File: src/rtl/sha256_pkg.sv
// Shared types and constants for the SHA-256 message loader.
// Loader FSM encoding and block geometry.
package sha256_pkg;

  typedef enum logic [2:0] {
    IDLE,
    COLLECT,
    PAD,
    START,
    WAIT,
    RD_REQ,
    RD_WAIT,
    OUT
  } state_t;

  localparam logic [7:0] SHA_PAD_BYTE = 8'h80;
  localparam int WORDS_PER_BLOCK = 16;
  localparam int DIGEST_WORDS = 8;

endpackage

File: src/rtl/sha256_byte_packer.sv
// Byte-to-word shift register with lane counter.
// Also forms the padding words for the tail of the block.
module sha256_byte_packer
  import sha256_pkg::*;
(
  input  logic        clk,
  input  logic        reset_n,
  input  logic        clear,
  input  logic        push,
  input  logic [7:0]  in_byte,
  input  logic [5:0]  byte_count,
  input  logic [3:0]  pad_idx,
  output logic        word_done,
  output logic [31:0] full_word,
  output logic [31:0] pad_word
);

  logic [23:0] pack;
  logic [1:0]  lane;
  logic [31:0] part_word;
  logic        is_last;
  logic        is_part;

  // Shift bytes in big-endian; lane counts bytes held.
  always_ff @(posedge clk or negedge reset_n) begin
    if (!reset_n) begin
      pack <= '0;
      lane <= '0;
    end else if (clear) begin
      pack <= '0;
      lane <= '0;
    end else if (push) begin
      pack <= {pack[15:0], in_byte};
      lane <= lane + 2'd1;
    end
  end

  assign word_done = push && (lane == 2'd3);
  assign full_word = {pack, in_byte};

  // Partial word: held bytes, then the pad marker, then zeros.
  always_comb begin
    part_word = '0;
    unique case (lane)
      2'd0: part_word = {SHA_PAD_BYTE, 24'h0};
      2'd1: part_word = {pack[7:0], SHA_PAD_BYTE, 16'h0};
      2'd2: part_word = {pack[15:0], SHA_PAD_BYTE, 8'h0};
      2'd3: part_word = {pack[23:0], SHA_PAD_BYTE};
    endcase
  end

  assign is_last = (pad_idx == 4'(WORDS_PER_BLOCK - 1));
  assign is_part = (pad_idx == byte_count[5:2]);

  // Select length word, partial word or zero fill.
  always_comb begin
    pad_word = '0;
    unique case (1'b1)
      is_last: pad_word = {23'h0, byte_count, 3'b000};
      is_part: pad_word = part_word;
      default: pad_word = '0;
    endcase
  end

endmodule

File: src/rtl/sha256_msg_loader.sv
// Host front end for the single-block SHA-256 engine.
// Loads and pads the message, runs the engine, streams digest.
module sha256_msg_loader
  import sha256_pkg::*;
#(
  parameter logic [15:0] MSG_ADDR  = 16'h0000,
  parameter logic [15:0] OUT_ADDR  = 16'h0010,
  parameter int          MAX_BYTES = 55
) (
  input  logic        clk,
  input  logic        reset_n,
  input  logic        in_valid,
  input  logic [7:0]  in_data,
  input  logic        in_last,
  output logic        in_ready,
  output logic        sha_start,
  input  logic        sha_done,
  output logic [15:0] message_addr,
  output logic [15:0] output_addr,
  output logic        mem_grant_eng,
  output logic        mem_we,
  output logic [15:0] mem_addr,
  output logic [31:0] mem_write_data,
  input  logic [31:0] mem_read_data,
  output logic        dig_valid,
  output logic [31:0] dig_data,
  input  logic        dig_ready,
  output logic        err_overflow
);

  localparam logic [5:0] MAXC = 6'(MAX_BYTES);

  state_t      state;
  state_t      next;
  logic [5:0]  cnt;
  logic [5:0]  cnt_inc;
  logic        wr_pend;
  logic [3:0]  wr_idx;
  logic [31:0] wr_word;
  logic [3:0]  pad_idx;
  logic [2:0]  rd_idx;
  logic        done_q;
  logic        accept;
  logic        room;
  logic        push;
  logic        drop;
  logic        clear;
  logic        done_rise;
  logic        pad_last;
  logic        word_done;
  logic [31:0] full_word;
  logic [31:0] pad_word;

  assign message_addr = MSG_ADDR;
  assign output_addr  = OUT_ADDR;

  assign accept    = in_valid && in_ready;
  assign room      = (cnt < MAXC);
  assign push      = accept && room;
  assign drop      = accept && !room;
  assign cnt_inc   = cnt + 6'd1;
  assign done_rise = sha_done && !done_q;
  assign pad_last  = (pad_idx == 4'(WORDS_PER_BLOCK - 1));
  assign clear     = (state != IDLE) && (next == IDLE);

  sha256_byte_packer u_packer (
    .clk        (clk),
    .reset_n    (reset_n),
    .clear      (clear),
    .push       (push),
    .in_byte    (in_data),
    .byte_count (cnt),
    .pad_idx    (pad_idx),
    .word_done  (word_done),
    .full_word  (full_word),
    .pad_word   (pad_word)
  );

  // State register.
  always_ff @(posedge clk or negedge reset_n) begin
    if (!reset_n) state <= IDLE;
    else          state <= next;
  end

  // Next-state decode.
  always_comb begin
    next = state;
    unique case (state)
      IDLE:
        if (accept) next = in_last ? PAD : COLLECT;
      COLLECT:
        if (accept && in_last)
          next = (err_overflow || drop) ? IDLE : PAD;
      PAD:
        if (!wr_pend && pad_last) next = START;
      START:
        next = WAIT;
      WAIT:
        if (done_rise) next = RD_REQ;
      RD_REQ:
        next = RD_WAIT;
      RD_WAIT:
        next = OUT;
      OUT:
        if (dig_ready)
          next = (rd_idx == 3'(DIGEST_WORDS - 1)) ? IDLE : RD_REQ;
      default:
        next = IDLE;
    endcase
  end

  // Handshake, engine and memory port outputs.
  always_comb begin
    in_ready       = (state == IDLE) || (state == COLLECT);
    sha_start      = (state == START);
    mem_grant_eng  = (state == START) || (state == WAIT);
    dig_valid      = (state == OUT);
    mem_we         = 1'b0;
    mem_addr       = '0;
    mem_write_data = '0;
    if (wr_pend) begin
      mem_we         = 1'b1;
      mem_addr       = MSG_ADDR + {12'h0, wr_idx};
      mem_write_data = wr_word;
    end else if (state == PAD) begin
      mem_we         = 1'b1;
      mem_addr       = MSG_ADDR + {12'h0, pad_idx};
      mem_write_data = pad_word;
    end else if (state == RD_REQ) begin
      mem_addr       = OUT_ADDR + {13'h0, rd_idx};
    end
  end

  // Byte count, overflow flag and deferred word write.
  always_ff @(posedge clk or negedge reset_n) begin
    if (!reset_n) begin
      cnt          <= '0;
      err_overflow <= 1'b0;
      wr_pend      <= 1'b0;
      wr_idx       <= '0;
      wr_word      <= '0;
    end else begin
      if (clear)      cnt <= '0;
      else if (push)  cnt <= cnt_inc;
      else if (drop)  cnt <= MAXC + 6'd1;
      if (state == IDLE && accept) err_overflow <= 1'b0;
      else if (drop)               err_overflow <= 1'b1;
      wr_pend <= word_done;
      if (word_done) begin
        wr_idx  <= cnt[5:2];
        wr_word <= full_word;
      end
    end
  end

  // Pad index, done edge detector, digest read-back.
  always_ff @(posedge clk or negedge reset_n) begin
    if (!reset_n) begin
      pad_idx  <= '0;
      done_q   <= 1'b0;
      rd_idx   <= '0;
      dig_data <= '0;
    end else begin
      if (in_ready && next == PAD)
        pad_idx <= cnt_inc[5:2];
      else if (state == PAD && !wr_pend)
        pad_idx <= pad_idx + 4'd1;
      done_q <= sha_done;
      if (state == START)
        rd_idx <= '0;
      else if (state == OUT && dig_ready)
        rd_idx <= rd_idx + 3'd1;
      if (state == RD_WAIT)
        dig_data <= mem_read_data;
    end
  end

endmodule

File: config.mk
export PLATFORM = sky130hd
export DESIGN_NAME = sha256_msg_loader
export DESIGN_NICKNAME = d
export VERILOG_FILES = /design/src/rtl/sha256_pkg.sv /design/src/rtl/sha256_byte_packer.sv /design/src/rtl/sha256_msg_loader.sv
export SDC_FILE = /design/constraint.sdc
export NUM_CORES = 1
export LEC_CHECK = 0
export ABC_AREA = 1
export BUFFER_PORTS_ARGS = -buffer_cell sky130_fd_sc_hd__buf_2
export CAP_MARGIN = 10
export CORE_UTILIZATION = 57
export DETAILED_ROUTE_END_ITERATION = 12
export PLACE_DENSITY = 0.85
export SYNTH_ARGS = -nofsm -noshare
export SYNTH_HDL_FRONTEND = slang
export SYNTH_SLANG_ARGS = --single-unit
File: constraint.sdc
create_clock -name clk -period 4.3 [get_ports clk]
set_clock_uncertainty 0.2 [all_clocks]
set_input_delay 0.43 -clock clk [delete_from_list [all_inputs] [get_ports clk]]
set_output_delay 0.43 -clock clk [all_outputs]
set_load 0.1 [all_outputs]
==> results.yml <==
setup_path:
  cp_cell_sequence: "ha_1 > inv_1 > o21ai_0 > o21ai_0 > o21ai_0 > buf_2"
  slowest_stage: "buf_2"
  crit_top_cell: "o21ai_0"
  critPathArrivalTime_ps: 2920
  cp.required_ps: 3670
  worst-setup-path-type: "reg2out"
  setup.worst_path.start_class: "flip-flop"
  critPathMaxFanout: 11
  end_kind: "output port"
  max_stage_delay_ps: 480
logic_synthesis:
  yosysTopAreaCell: "dfrtp_1"
  syn_area_per_cell_um2: 8.412
  syn_area_mm2: 0.005863
  synth_compound_area_share_pct: 10.65
  netlist_instances: 697
  synth_common_cells: "176 x nand2_1, 113 x dfrtp_1, 83 x inv_1"
  synth_cell_type_count: 34
  synth-async-reset-ratio_pct: 100.0
  synth_top_family_by_area: "simple AND/OR/NAND/NOR gates"
  synth.most_common_cell: "nand2_1"
  synthXorXnorAreaFrac_pct: 1.494
  muxShareOfSynthArea_pct: 6.146
  yosys_most_used_dff: "dfrtp_1"
  synth-edff-count: 0
  synth-seq-cells: 113
  synth-simple-area-share_pct: 18.22
  synthAdderAreaFrac_pct: 1.707
  yosysSeqAreaShare_pct: 48.23
  yosys_warnings: 0
  synth_area_leaders: "dfrtp_1 48%, nand2_1 11%, o21ai_0 6.6%"
  synth_top_area_share_pct: 48.23
sta:
  setup_viol: 0
  drv_slew: 0
  rsz0062_at_grt: "no"
  tns_ps: 0
  finalHoldViolations: 0
  fmax_mhz: 282.1
  worst_slew_pin_slew_ps: 1128
  period_minus_slack_ps: 3545
  period_share_pct: 82.45
  slew_headroom_pct: 24.82
routing:
  routedWlPerCell_um: 16.41
  dr.pass1.iters: 8
  wl_met1_mm: 5.853
  antenna_left: 0
  via_per_inst: 5.447
  drtIter0Drc: 551
  num_vias: 5442
  wl_met2_mm: 8.438
  wl_met3_mm: 1.351
  route.detailed.drc: 0
  highest_layer: "met4"
  routed_wl_mm: 16.39
place:
  hpwl_mm: 9.615
  placed_area_mm2: 0.006371
  port_buffers: 120
  place_congestion: 0.8730
clocking:
  cts_tree: "built"
  numCtsBuffers: 17
  cts.sinks: 113
  postCtsSetupRepairBufs: 0
  clock_path_buffers: 2
  clk_pin_slew_ps: 60
  cts_resized: 0
  root_buffer: "clkbuf_8"
  h-tree-depth: 4
  insertion_delay_ps: 530
  cts_hold_buf: 42
grt:
  grt_pass1_vias: 5131
  grt_use_total_pct: 32.63
  grt_overflow: 0
  grt_max_degree: 92
  antenna_found_initial: 0
  grt_pass1_wl_mm: 25.74
power_and_ir_drop:
  leakage_nw: 3.745
  power_density_mw_per_mm2: 918.8
  ir_drop_mv: 0.9514
floorplanning:
  rows: 36
  die-area_mm2: 0.01070
  die_h_um: 103.4
  io_pins: 164
  die_x_um: 103.4
  start_util_pct: 59.44
  core_area_mm2: 0.009864
finish:
  fin_area_mm2: 0.007401
  area_growth_pct: 26.23
  post-route-util_pct: 75.03
  diodes: 0
  drive_gt1_share_pct: 23.33
  final_nets: 907
run_status:
  status: "finished, final reports clean"
min_path:
  hold_class: "in2reg"
job:
  cap_violations: 0
state kept, by name (all words and copies together) (netlist names), 2 cells and up:
name           flops
state              3
u_packer.pack     24
rd_idx             3
pad_idx            4
wr_word           32
wr_idx             4
dig_data          32
cnt                6
u_packer.lane      2
metal layers:
metal  global-route usage [%]  vias to the layer above
met5                        0                        -
met2                    54.30                      365
met3                    7.930                       76
met4                    17.98                        0
met1                    39.14                     2560
li1                         -                     2441
layout make-up:
cell class | instances | area, um2
Inverter | 87 | 326.6
Clock inverter | 11 | 160.2
Clock buffer | 21 | 449.2
Sequential cell | 113 | 2828
Fill cell | 623 | 2464
Multi-Input combinational cell | 467 | 2410
Tap cell | 133 | 166.4
Timing Repair Buffer | 167 | 1061
final timing paths:
kind,startpoint,endpoint,slack [ps],cells after the start
min reg2reg,wr_word[4]$_DFFE_PN0P_,wr_word[4]$_DFFE_PN0P_,280,2
min in group asynchronous,reset_n,wr_word[21]$_DFFE_PN0P_,460,2
min,dig_ready,rd_idx[1]$_DFFE_PN0P_,30,2
max reg2reg,state[2]$_DFF_PN0_,wr_idx[0]$_DFFE_PN0P_,1160,11
max in group asynchronous,reset_n,dig_data[2]$_DFFE_PN0P_,2480,3
max,u_packer.lane[0]$_DFFE_PN0P_,mem_write_data[15],750,6
power by group:
group	switching (mW)	total [mW]	internal [mW]	leakage (nW)
combinational	2.74	3.46	0.720	2.03
clock	0.491	1.46	0.966	0.297
sequential	0.349	1.88	1.53	1.42
total	3.58	6.80	3.22	3.74
cells by family after synthesis:
| logic type | count (synthesis) |
|---|---|
| AND/OR/NAND/NOR | 257 |
| buffers and inverters | 158 |
| AO/OA/AOI/OAI | 117 |
| flip-flops | 113 |
| multiplexers | 32 |
| XOR/XNOR | 10 |
| adder cells (fa/ha/maj) | 8 |
| other | 2 |
placed cells by master, fill, tap and decap left out, types with 2 or more instances in the layout:
cell / Yosys / routed
o211ai_1: 2 / 2
clkbuf_1: 13 / 2
nor2_1: 44 / 43
xor2_1: 10 / 10
a32o_1: 2 / 2
a21oi_1: 10 / 10
mux2_2: 32 / 32
nand2_1: 176 / 176
inv_1: 83 / 83
nor2_4: 4 / 4
conb_1: 2 / 43
nor2_2: 1 / 2
nor3_1: 4 / 3
dfrtp_1: 113 / 113
nand3_1: 18 / 18
o21ai_0: 77 / 77
ha_1: 8 / 8
buf_4: 43 / 6
nand4_1: 4 / 4
buf_2: 8 / 119
clkbuf_8: 0 / 3
inv_2: 4 / 4
clkinvlp_4: 0 / 2
bufinv_16: 0 / 4
o22ai_1: 12 / 12
o21ai_1: 11 / 11
clkbuf_16: 0 / 16
clkinv_2: 0 / 5
dlygate4sd3_1: 0 / 42
critical path, delay by kind of cell, from the launching register on:
kind                     cells  cell delay [ps]
flip-flops                   1              440
adder cells (fa/ha/maj)      1              460
AO/OA/AOI/OAI                3              670
buffers and inverters        2              830
metrics by stage:
step | hold slack [ps] | power [mW] | worst slack [ps] | instances
CTS | 28.62 | 6.710 | 825.6 | 999
floorplan | -65.59 | 4.596 | 151.2 | 738
global route | 35.97 | 7.089 | 623.5 | 999
detailed placement | 262.6 | 5.182 | 1286 | 925
global placement | 253.2 | 5.068 | 1369 | 925
finish | 28.63 | 6.800 | 754.6 | 999
Note: power is estimated with default switching activity, not from simulation.
